### src/rtl/imem_pkg.sv
// Shared constants and state encoding for the instruction fetch controller
// and the instruction-memory wrapper.
package imem_pkg;

    typedef enum logic [1:0] {
        BOOT   = 2'd0,
        FETCH  = 2'd1,
        HALTED = 2'd2
    } state_e;

    localparam logic [31:0] RESET_PC   = 32'h0000_0000;
    localparam logic [31:0] PC_INC     = 32'd4;
    localparam int unsigned ADDR_SHIFT = 2;
    localparam int unsigned IMEM_DEPTH = 1024;

endpackage

### src/rtl/imem_fetch_ctrl_if.sv
// Synchronous-read instruction BRAM port: the controller drives address and
// enable, the memory returns the word one cycle after an enabled read.
interface imem_fetch_ctrl_if;

    logic [31:0] imem_addr;
    logic        imem_ena;
    logic [31:0] imem_instr;

    modport master (output imem_addr, output imem_ena, input imem_instr);
    modport slave  (input imem_addr, input imem_ena, output imem_instr);

endinterface

### src/rtl/pc_range_check.sv
// Flags a byte PC that is not word aligned or lies beyond the instruction memory.
module pc_range_check
    import imem_pkg::*;
(
    input  logic [31:0] pc,
    output logic        bad
);

    logic misaligned;
    logic out_of_range;

    always_comb begin
        misaligned   = |pc[ADDR_SHIFT-1:0];
        out_of_range = (pc >> ADDR_SHIFT) >= 32'(IMEM_DEPTH);
        bad          = misaligned | out_of_range;
    end

endmodule

### src/rtl/imem_fetch_ctrl.sv
// Instruction fetch controller: owns the PC, sequences the BRAM and pairs each
// returned word with its PC and a valid flag for decode.
module imem_fetch_ctrl
    import imem_pkg::*;
(
    input  logic                      clk,
    input  logic                      rst,
    input  logic                      stall,
    input  logic                      halt,
    input  logic                      redirect_valid,
    input  logic [31:0]               redirect_pc,
    imem_fetch_ctrl_if.master         bram,
    output logic [31:0]               instr_out,
    output logic [31:0]               instr_pc,
    output logic                      instr_valid,
    output logic                      halted,
    output logic                      fault
);

    state_e      state_q, state_d;
    logic [31:0] pc_q, pc_d;
    logic [31:0] instr_pc_q, instr_pc_d;
    logic        instr_valid_q, instr_valid_d;
    logic        fault_q, fault_d;
    logic        pc_bad;
    logic        redir_bad;

    pc_range_check u_pc_chk    (.pc(pc_q),        .bad(pc_bad));
    pc_range_check u_redir_chk (.pc(redirect_pc), .bad(redir_bad));

    always_ff @(posedge clk) begin
        if (rst) begin
            state_q       <= BOOT;
            pc_q          <= RESET_PC;
            instr_pc_q    <= '0;
            instr_valid_q <= 1'b0;
            fault_q       <= 1'b0;
        end else begin
            state_q       <= state_d;
            pc_q          <= pc_d;
            instr_pc_q    <= instr_pc_d;
            instr_valid_q <= instr_valid_d;
            fault_q       <= fault_d;
        end
    end

    // Redirect is accepted in every state, so it is resolved ahead of the
    // per-state decisions; a bad target parks the controller in HALTED.
    always_comb begin
        state_d       = state_q;
        pc_d          = pc_q;
        instr_pc_d    = instr_pc_q;
        instr_valid_d = instr_valid_q;
        fault_d       = fault_q;
        if (redirect_valid) begin
            instr_valid_d = 1'b0;
            if (redir_bad) begin
                fault_d = 1'b1;
                state_d = HALTED;
            end else begin
                pc_d    = redirect_pc;
                state_d = FETCH;
            end
        end else begin
            case (state_q)
                BOOT: begin
                    instr_valid_d = 1'b0;
                    state_d       = halt ? HALTED : FETCH;
                end
                FETCH: begin
                    if (halt) begin
                        instr_valid_d = 1'b0;
                        state_d       = HALTED;
                    end else if (!stall) begin
                        if (pc_bad) begin
                            instr_valid_d = 1'b0;
                            fault_d       = 1'b1;
                            state_d       = HALTED;
                        end else begin
                            instr_valid_d = 1'b1;
                            instr_pc_d    = pc_q;
                            pc_d          = pc_q + PC_INC;
                        end
                    end
                end
                HALTED: instr_valid_d = 1'b0;
                default: begin
                    instr_valid_d = 1'b0;
                    state_d       = BOOT;
                end
            endcase
        end
    end

    always_comb begin
        bram.imem_ena  = (state_q == FETCH) && !redirect_valid && !halt && !stall && !pc_bad;
        bram.imem_addr = pc_q >> ADDR_SHIFT;
        instr_out      = bram.imem_instr;
        instr_pc       = instr_pc_q;
        instr_valid    = instr_valid_q;
        halted         = (state_q == HALTED);
        fault          = fault_q;
    end

endmodule

### src/flat_wrapper.sv
// flat-port wrapper written by rule: the top's interface ports become plain ports
module imem_fetch_ctrl_flat import imem_pkg::*;
  (clk, rst, stall, halt, redirect_valid, redirect_pc, instr_out, instr_pc, instr_valid, halted, fault, bram_imem_addr, bram_imem_ena, bram_imem_instr);
  imem_fetch_ctrl_if bram_i ();
  input  logic clk;
  input  logic rst;
  input  logic stall;
  input  logic halt;
  input  logic redirect_valid;
  input  logic [31:0] redirect_pc;
  output logic [31:0] instr_out;
  output logic [31:0] instr_pc;
  output logic instr_valid;
  output logic halted;
  output logic fault;
  output wire logic [$bits(bram_i.imem_addr)-1:0] bram_imem_addr;
  output wire logic [$bits(bram_i.imem_ena)-1:0] bram_imem_ena;
  input wire logic [$bits(bram_i.imem_instr)-1:0] bram_imem_instr;
  assign bram_imem_addr = bram_i.imem_addr;
  assign bram_imem_ena = bram_i.imem_ena;
  assign bram_i.imem_instr = bram_imem_instr;
  imem_fetch_ctrl u_core (.clk(clk), .rst(rst), .stall(stall), .halt(halt), .redirect_valid(redirect_valid), .redirect_pc(redirect_pc), .bram(bram_i), .instr_out(instr_out), .instr_pc(instr_pc), .instr_valid(instr_valid), .halted(halted), .fault(fault));
endmodule
### config.mk
export PLATFORM = sky130hd
export DESIGN_NAME = imem_fetch_ctrl_flat
export DESIGN_NICKNAME = d
export VERILOG_FILES = /design/src/rtl/imem_pkg.sv /design/src/rtl/imem_fetch_ctrl_if.sv /design/src/rtl/pc_range_check.sv /design/src/rtl/imem_fetch_ctrl.sv /design/src/flat_wrapper.sv
export SDC_FILE = /design/constraint.sdc
export NUM_CORES = 1
export LEC_CHECK = 0
export BUFFER_PORTS_ARGS = -buffer_cell sky130_fd_sc_hd__buf_2
export CAP_MARGIN = 15
export CORE_ASPECT_RATIO = 0.5
export CORE_MARGIN = 5
export CORE_UTILIZATION = 40
export DETAILED_ROUTE_END_ITERATION = 8
export PLACE_DENSITY = 0.76
export SYNTH_ARGS = -nofsm -noshare
export SYNTH_HDL_FRONTEND = slang
export SYNTH_SLANG_ARGS = --single-unit
### constraint.sdc
create_clock -name clk -period 1.8 [get_ports clk]
set_input_delay 0.09 -clock clk [delete_from_list [all_inputs] [get_ports clk]]
set_output_delay 0.09 -clock clk [all_outputs]
set_load 0.01 [all_outputs]
==> results of run 1 <==
## repair_timing
action / 4_1_cts / 5_1_grt
buffers inserted: 2 / 2
endpoints found under the hold margin: 1 / 0
gates cloned: 1 / 3
pin swaps: 5 / 19
hold buffers: 1 / 0
endpoints found under the setup margin: 42 / 44
gates resized for setup: 17 / 46
## routing by layer
metal / up-vias / share of wire / wire length [µm]
met4: 0 / 0.030 / 238
met1: 1216 / 0.43 / 3480
met5: - / 0 / 0
met3: 33 / 0.061 / 492
met2: 68 / 0.48 / 3810
li1: 1258 / - / -
## state kept, by name (all words and copies together) (netlist names)
name	count
u_core.instr_valid	1
u_core.pc_q	32
u_core.instr_pc	32
u_core.state_q	2
u_core.fault	1
## final cells by class
cell class | instances | area [µm²] | area share
clock inverter | 3 | 45.0 | 0.0110
inverter | 4 | 20.0 | 0.00491
multi-input combinational | 182 | 1360 | 0.332
tap | 96 | 120 | 0.0294
timing repair buffer | 141 | 910 | 0.223
sequential | 68 | 1370 | 0.335
clock buffer | 13 | 260 | 0.0638
## through the flow
stage | cell area, µm² | instances | setup TNS, ns | power [µW] | hold slack (ns)
final | 4080 | 507 | -6.05 | 3490 | 0.0665
after global routing | 4080 | 507 | -7.57 | 3620 | 0.112
after global placement | 3410 | 482 | -3.68 | 1700 | 0.180
after floorplan | 3110 | 334 | -1.13 | 1710 | 0.244
after detailed placement | 3410 | 482 | -4.67 | 1710 | 0.180
after CTS | 3860 | 502 | -7.67 | 3490 | 0.0472
## synthesized netlist by cell type, drive strengths merged, types with 2 or more instances
master	n	share of area
inv	4	0.0049
and2	9	0.018
a21oi	7	0.011
and4	3	0.0085
nand3	2	0.0032
o21ai	7	0.011
ha	2	0.0081
and3	39	0.079
a21o	3	0.0073
clkbuf	10	0.012
nand2	10	0.012
buf	70	0.17
nor4	10	0.022
nor3	12	0.019
or4b	2	0.0065
o32ai	2	0.0081
nor2b	3	0.0061
nor2	27	0.033
a22oi	4	0.0097
nand4	3	0.0061
a31o	7	0.020
dfxtp	68	0.44
mux2i	11	0.036
nor4b	3	0.011
## worst max-delay path, stage by stage, from the launching register on
cell and delay (ns):
dfxtp_2 0.33, nor4_4 0.30, nand4_1 0.18, or4b_4 0.56
buf_12 0.16, clkinv_4 0.03, buf_6 0.08
## logic make-up (layout without fill, tap and decap cells)
family,count (synthesis),in the layout
AO/OA/AOI/OAI,41,41
other,1,2
multiplexers,12,12
adder cells (fa/ha/maj),2,2
flip-flops,68,68
buffers and inverters,84,161
AND/OR/NAND/NOR,125,125
## worst max path at each step
stage                          startpoint                  end  slack [ns]  cells after the start
final                     u_core.pc_q[12]        bram_imem_ena       -0.28                      6
after global routing      u_core.pc_q[12]        bram_imem_ena       -0.31                      6
after CTS                  u_core.pc_q[0]        bram_imem_ena       -0.28                      6
after detailed placement  u_core.pc_q[12]   u_core.instr_pc[4]       -0.17                      6
after global placement    u_core.pc_q[28]   u_core.instr_pc[4]       -0.14                      6
after floorplan           u_core.pc_q[25]  u_core.instr_pc[10]       -0.05                      7
## power breakdown
group          switching, µW  internal (µW)
registers               6.94           1510
clock network            635           1150
logic                    101           85.1
total                    742           2750
==> impl_metrics.ini, run 1 <==
[setup_path]
reg2reg_to = u_core.instr_pc[4]
crit_required_ns = 1.71
endpoint_kind = output pin
rrSetupSlack_ns = -0.21
start_kind = register
path_max_fanout = 2
crit_type = reg -> out
reg2reg_depth = 7
cp.arrival_ns = 1.99
reg2reg_from = u_core.pc_q[12]

[clock_network]
h-tree-depth = 3
cts.clk_slew.worst_paths_ns = 0.05
cts_buffers = 9
clk_latency_ns = 0.34
cts_tree = done
cts.path.max_buffers = 2
clock-sinks = 68
root_buffer = clkbuf_16

[status]
status = finished, violations left
violations = negative setup slack

[timing]
slew_viol_final = 0
clock_skew_ns = 0.00489
worstMarginPinSlew_ns = 0.536
rsz0062_at_grt = true
max_slew_margin = 0.641
min_period_over_period = 1.15
clock.fmax_mhz = 481
period_minus_slack_ns = 2.08
finalHoldViolations = 0
finalSetupViolCount = 45
worst_slack_ns = -0.278

[floorplanning]
core_area_mm2 = 0.00743
fp.dieW_um = 134
io-pin-count = 169
row_count = 22
initial_core_util = 0.416
die_h_um = 72.2
dieArea_mm2 = 0.00970

[min_path]
hold_path_end = u_core.pc_q[16]
min_path_cells = 3
hold_path.class = in -> reg
min-delay-start = redirect_pc[16]

[grt]
grt_util_met3 = 0.0471
antenna_found_initial = 0
met1_usage = 0.203
grt_pass1_vias = 2504
grt-busiest-layer = met2
met2_usage = 0.242
track_usage = 0.159
grt_first_pass_wirelength_mm = 12.2
grt_max_degree = 35
grt-ovfl-total = 0

[logic_synthesis]
synth_compound_area_frac = 0.0983
syn_area_mm2 = 0.00309
async_flop_share = 0
synthCells = 333
synthFlopType = dfxtp_1
synthSimpleGateAreaFrac = 0.230
synth.distinct_cells = 47
yosys.area_share.adder = 0.00809
seq_area_frac_synth = 0.440
synth_edf_count = 0
synth.area.mux_share = 0.0392
synth-xor-area-share = 0
syn_avg_cell_area_um2 = 9.29
synth_top_family_by_area = simple AND/OR/NAND/NOR gates
yosys_register_bits = 68
yosys_warnings = 0

[routing]
drc = 0
first_pass_iters = 5
wl_per_cell_um = 15.8
vias = 2575
vias_per_cell = 5.08
first_iter_violations = 160
routed_wl_mm = 8.02
drtAntennaViolNets = 0

[finish]
final_common_cell = buf_2
final_cell_mix = 101 x buf_2, 62 x dfxtp_1, 31 x and3_1
diodes = 0
utilization = 0.549
num-nets-final = 477
drive_above_1_share = 0.470
syn_to_final_growth_pct = 31.9
fillers = 639

[placed_design]
portBuffers = 102
gp_congestion = 0.838
preCtsSetupSlack_ns = -0.166
hpwl_mm = 5.32

[power]
power.density_mw_per_mm2 = 855
leakage_uw = 0.00209
ir_drop_mv = 0.412

[run]
drv_cap = 0
Note: power is estimated with default switching activity, not from simulation.
==> inputs of run 2 (changes only) <==
- CAP_MARGIN: 15 -> 20
- CORE_MARGIN: 5 -> not set
==> impl_metrics.ini, run 2 (same netlist as run 1, synthesis figures left out) <==
[floorplanning]
dieArea_mm2 = 0.00811
die_h_um = 64.2
initial_core_util = 0.418
fp.dieW_um = 126
core_area_mm2 = 0.00740
row_count = 22
io-pin-count = 169

[timing]
finalSetupViolCount = 61
clock_skew_ns = 0.00452
worst_slack_ns = -0.275
min_period_over_period = 1.15
finalHoldViolations = 0
clock.fmax_mhz = 482
max_slew_margin = 0.640
rsz0062_at_grt = true
worstMarginPinSlew_ns = 0.537
slew_viol_final = 0
tns_ns = -8.64
whs_ns = 0.0590
period_minus_slack_ns = 2.07

[grt]
grt_max_degree = 33
grt_first_pass_wirelength_mm = 12.7
antenna_found_initial = 0
grt_pass1_vias = 2595
track_usage = 0.201
grt-ovfl-total = 0

[routing]
wl_per_cell_um = 16.7
vias = 2696
drc = 0
vias_per_cell = 5.26
drtAntennaViolNets = 0
routed_wl_mm = 8.56
first_iter_violations = 154
first_pass_iters = 4

[clock_network]
cts_buffers = 9
cts_tree = done
cts.clk_slew.worst_paths_ns = 0.05
root_buffer = clkbuf_16
h-tree-depth = 3
clock-sinks = 68
clk_latency_ns = 0.32
cts.path.max_buffers = 2

[setup_path]
reg2reg_depth = 9
endpoint_kind = output pin
crit_type = reg -> out
path_cells = nor4_1, nand4_1, or4b_4, buf_12, clkinv_4, buf_6
reg2reg_from = u_core.pc_q[25]
path_max_fanout = 5
critical_path.top_delay_family = simple AND/OR/NAND/NOR gates
max_stage_delay_ns = 0.55
timing.critical_path.buf_inv = 3
crit_required_ns = 1.71
reg2reg_to = u_core.pc_q[2]
start_kind = register
cp.arrival_ns = 1.98
slowest_stage = or4b_4
rrSetupSlack_ns = -0.21
worstSetupStartpoint = u_core.pc_q[25]

[placed_design]
placed_cells = 484
gp_congestion = 0.814
hpwl_mm = 4.92
place_area_mm2 = 0.00344
portBuffers = 102

[finish]
diodes = 0
drive_above_1_share = 0.523
num-nets-final = 484
final_cell_mix = 101 x buf_2, 63 x dfxtp_1, 28 x buf_4
fillers = 588
final_area_mm2 = 0.00420
final_common_cell = buf_2
syn_to_final_growth_pct = 35.7
stdcell_count = 513

[run]
drv_cap = 0

[power]
leakage_uw = 0.00210
total_power_uw = 3340
ir_drop_mv = 0.558
power.density_mw_per_mm2 = 796

[min_path]
hold_path.class = in -> reg
min-delay-start = rst
min_path_cells = 2
hold_path_end = u_core.state_q[0]

[status]
status = finished, violations left
violations = negative setup slack
[run 2: cell count changes in the layout (fill, tap and decap cells not counted), sizes merged]
cell	delta
dlygate4sd3	-1
bufinv	-1
buf	+9
clkinv	+2
clkbuf	-3
[run 2: how the worst max path moves through the flow]
| stage | endpoint | slack [ns] | cells past startpoint |
|---|---|---|---|
| 2_1_floorplan | u_core.instr_pc[10] | -0.05 | 7 |
| 4_1_cts | u_core.instr_pc[31] | -0.23 | 6 |
| 3_5_place_dp | u_core.instr_pc[7] | -0.13 | 6 |
| 6_report | bram_imem_ena | -0.27 | 6 |
| 3_3_place_gp | u_core.pc_q[3] | -0.13 | 7 |
| 5_1_grt | bram_imem_ena | -0.32 | 6 |
[run 2: what timing repair did]
| action | 4_1_cts | 5_1_grt |
|---|---|---|
| pin swaps | 22 | 19 |
| gates resized for setup | 43 | 47 |
| endpoints found under the setup margin | 46 | 61 |
| gates cloned | 4 | 0 |
| buffers inserted | 11 | 5 |
| hold buffers | 0 | 0 |
[run 2: metal layers]
metal  track usage  up-vias  wire (µm)
li1              -     1266          -
met1         0.241     1293       3560
met2         0.331      109       4190
met3        0.0586       28        614
met4         0.102        0        193
met5             0        -          0
[run 2: area by class of cell]
type	count	area, µm²	area share
Clock inverter	4	25.0	0.00596
Sequential cell	68	1370	0.326
Multi-Input combinational cell	182	1460	0.347
Inverter	4	20.0	0.00477
Clock buffer	11	253	0.0602
Tap cell	96	120	0.0286
Timing Repair Buffer	148	955	0.227
[run 2: power breakdown]
group	internal [µW]	switching, µW	total (µW)
clock	993	617	1610
combinational	94.7	118	212
sequential	1510	5.80	1520
[run 2: stage by stage]
stage	util	setup slack, ns
final	0.567	-0.275
after global routing	0.567	-0.325
after CTS	0.542	-0.233
after detailed placement	0.465	-0.127
after global placement	0.465	-0.132
after floorplan	-	-0.0483
==> inputs of run 3 (changes only) <==
--- a/config.mk
+++ b/config.mk
@@ -11,4 +11,5 @@
 export CORE_UTILIZATION = 40
 export DETAILED_ROUTE_END_ITERATION = 8
+export GPL_TIMING_DRIVEN = 0
 export PLACE_DENSITY = 0.76
 export SYNTH_ARGS = -nofsm -noshare
==> constraint.sdc (replaced) <==
create_clock -name clk -period 1.8 [get_ports clk]
set_input_delay 0.09 -clock clk [delete_from_list [all_inputs] [get_ports clk]]
set_output_delay 0.09 -clock clk [all_outputs]
set_load 0.02 [all_outputs]
==> impl_metrics.ini, run 3 (same netlist as run 1, synthesis figures left out) <==
[status]
status = finished, violations left
violations = negative setup slack

[finish]
stdcell_count = 595
diodes = 0
final_common_cell = buf_2
drive_above_1_share = 0.519
fillers = 631
num-nets-final = 566
syn_to_final_growth_pct = 46.1
final_area_mm2 = 0.00452
final_cell_mix = 133 x buf_2, 77 x buf_4, 61 x dfxtp_1

[min_path]
hold_path.class = in -> reg
min-delay-start = redirect_pc[16]

[setup_path]
timing.critical_path.buf_inv = 4
reg2reg_from = u_core.pc_q[25]
worstSetupStartpoint = u_core.pc_q[25]
crit_type = reg -> out
cp_common_cell = buf_6
crit_required_ns = 1.71
start_kind = register
endpoint_kind = output pin
path_cells = nor4_4, nand4_1, or4b_1, buf_6, buf_6, inv_2, buf_6
path_max_fanout = 3
cp.arrival_ns = 2.05
slowest_stage = or4b_1
critical_path.top_delay_family = simple AND/OR/NAND/NOR gates
max_stage_delay_ns = 0.52

[floorplanning]
core_area_mm2 = 0.00740
initial_core_util = 0.418
fp.dieW_um = 126
row_count = 22
dieArea_mm2 = 0.00811
io-pin-count = 169
die_h_um = 64.2

[routing]
drc = 0
wl_per_cell_um = 13.7
routed_wl_mm = 8.15
first_iter_violations = 165
vias = 2961
drtAntennaViolNets = 0
first_pass_iters = 4
vias_per_cell = 4.98

[power]
ir_drop_mv = 0.476
total_power_uw = 3540
leakage_uw = 0.00245
power.density_mw_per_mm2 = 783

[clock_network]
cts.clk_slew.worst_paths_ns = 0.05
cts_buffers = 9
root_buffer = clkbuf_16
hold_buffers = 0
cts_tree = done
clk_latency_ns = 0.32
h-tree-depth = 3
cts.path.max_buffers = 2
clock-sinks = 68

[placed_design]
gp_congestion = 0.838
placed_cells = 563
hpwl_mm = 5.47
portBuffers = 133
place_area_mm2 = 0.00389

[timing]
finalSetupViolCount = 45
rsz0062_at_grt = true
worstMarginPinSlew_ns = 0.608
slew_viol_final = 0
clock_skew_ns = 0.00632
min_period_over_period = 1.19
clock.fmax_mhz = 467
finalHoldViolations = 0
max_slew_margin = 0.593
worst_slack_ns = -0.343
period_minus_slack_ns = 2.14

[grt]
grt_max_degree = 12
grt_first_pass_wirelength_mm = 11.9
track_usage = 0.186
grt-ovfl-total = 0
antenna_found_initial = 0
grt_pass1_vias = 2510

[run]
drv_cap = 0
==> run 3: changes by cell type in the layout (fill, tap and decap cells not counted), moves of 5 or more <==
cell      delta
buf_4       +49
buf_2       +32
and3_1      +18
and3_4      -18
clkbuf_1     +9
buf_6        -8
o21ai_2      -5
==> run 3: path summary, 6_finish.rpt <==
path	to	slack, ns	depth (start not counted)
max	bram_imem_ena	-0.34	7
min reg2reg	u_core.fault	0.45	1
min	u_core.pc_q[16]	0.06	3
max reg2reg	u_core.instr_pc[8]	-0.32	8
==> run 3: cell type report <==
class                           instances  area, µm²  share of cell area
Sequential cell                        68       1370               0.304
Multi-Input combinational cell        183       1310               0.290
Clock inverter                          4       50.0              0.0111
Tap cell                               96        120              0.0266
Buffer                                 80        593               0.131
Inverter                                4       15.0             0.00332
Clock buffer                           11        243              0.0537
Timing Repair Buffer                  149        817               0.181
==> run 3: timing repair <==
action / in CTS / in global routing
pin swaps: 6 / 15
endpoints found under the setup margin: 58 / 57
buffers inserted: 6 / 9
gates cloned: 0 / 2
resized for setup: 21 / 25
==> run 3: where the power goes <==
part / leakage, µW / internal [µW] / switching [µW]
clock: 0.000138 / 1100 / 603
sequential: 0.000552 / 1510 / 9.79
combinational: 0.00176 / 146 / 169
==> run 3: worst register-to-register path: cells and delay by family, from the launching register on <==
| family | cells | cell delay (ns) |
|---|---|---|
| buffers and inverters | 3 | 0.44 |
| multiplexers | 1 | 0.15 |
| flip-flops | 1 | 0.34 |
| AND/OR/NAND/NOR | 4 | 1.05 |
==> run 3: metal layers <==
layer  vias up  global-route usage  wire length [µm]
met3        14              0.0553               595
met2       148               0.311              3860
met1      1359               0.233              3580
met5         -                   0                 0
li1       1440                   -                 -
met4         0              0.0527               116
==> run 3: stage by stage <==
step                      hold slack, ns  worst slack (ns)  setup TNS [ns]   util
final                             0.0620            -0.343           -9.10  0.610
after global routing              0.0764            -0.435          -14.29  0.610
after CTS                         0.0464            -0.390          -11.72  0.585
after detailed placement           0.385            -0.431          -18.09  0.526
after global placement             0.378            -0.408          -16.95  0.526
after floorplan                    0.244           -0.0484           -1.21      -
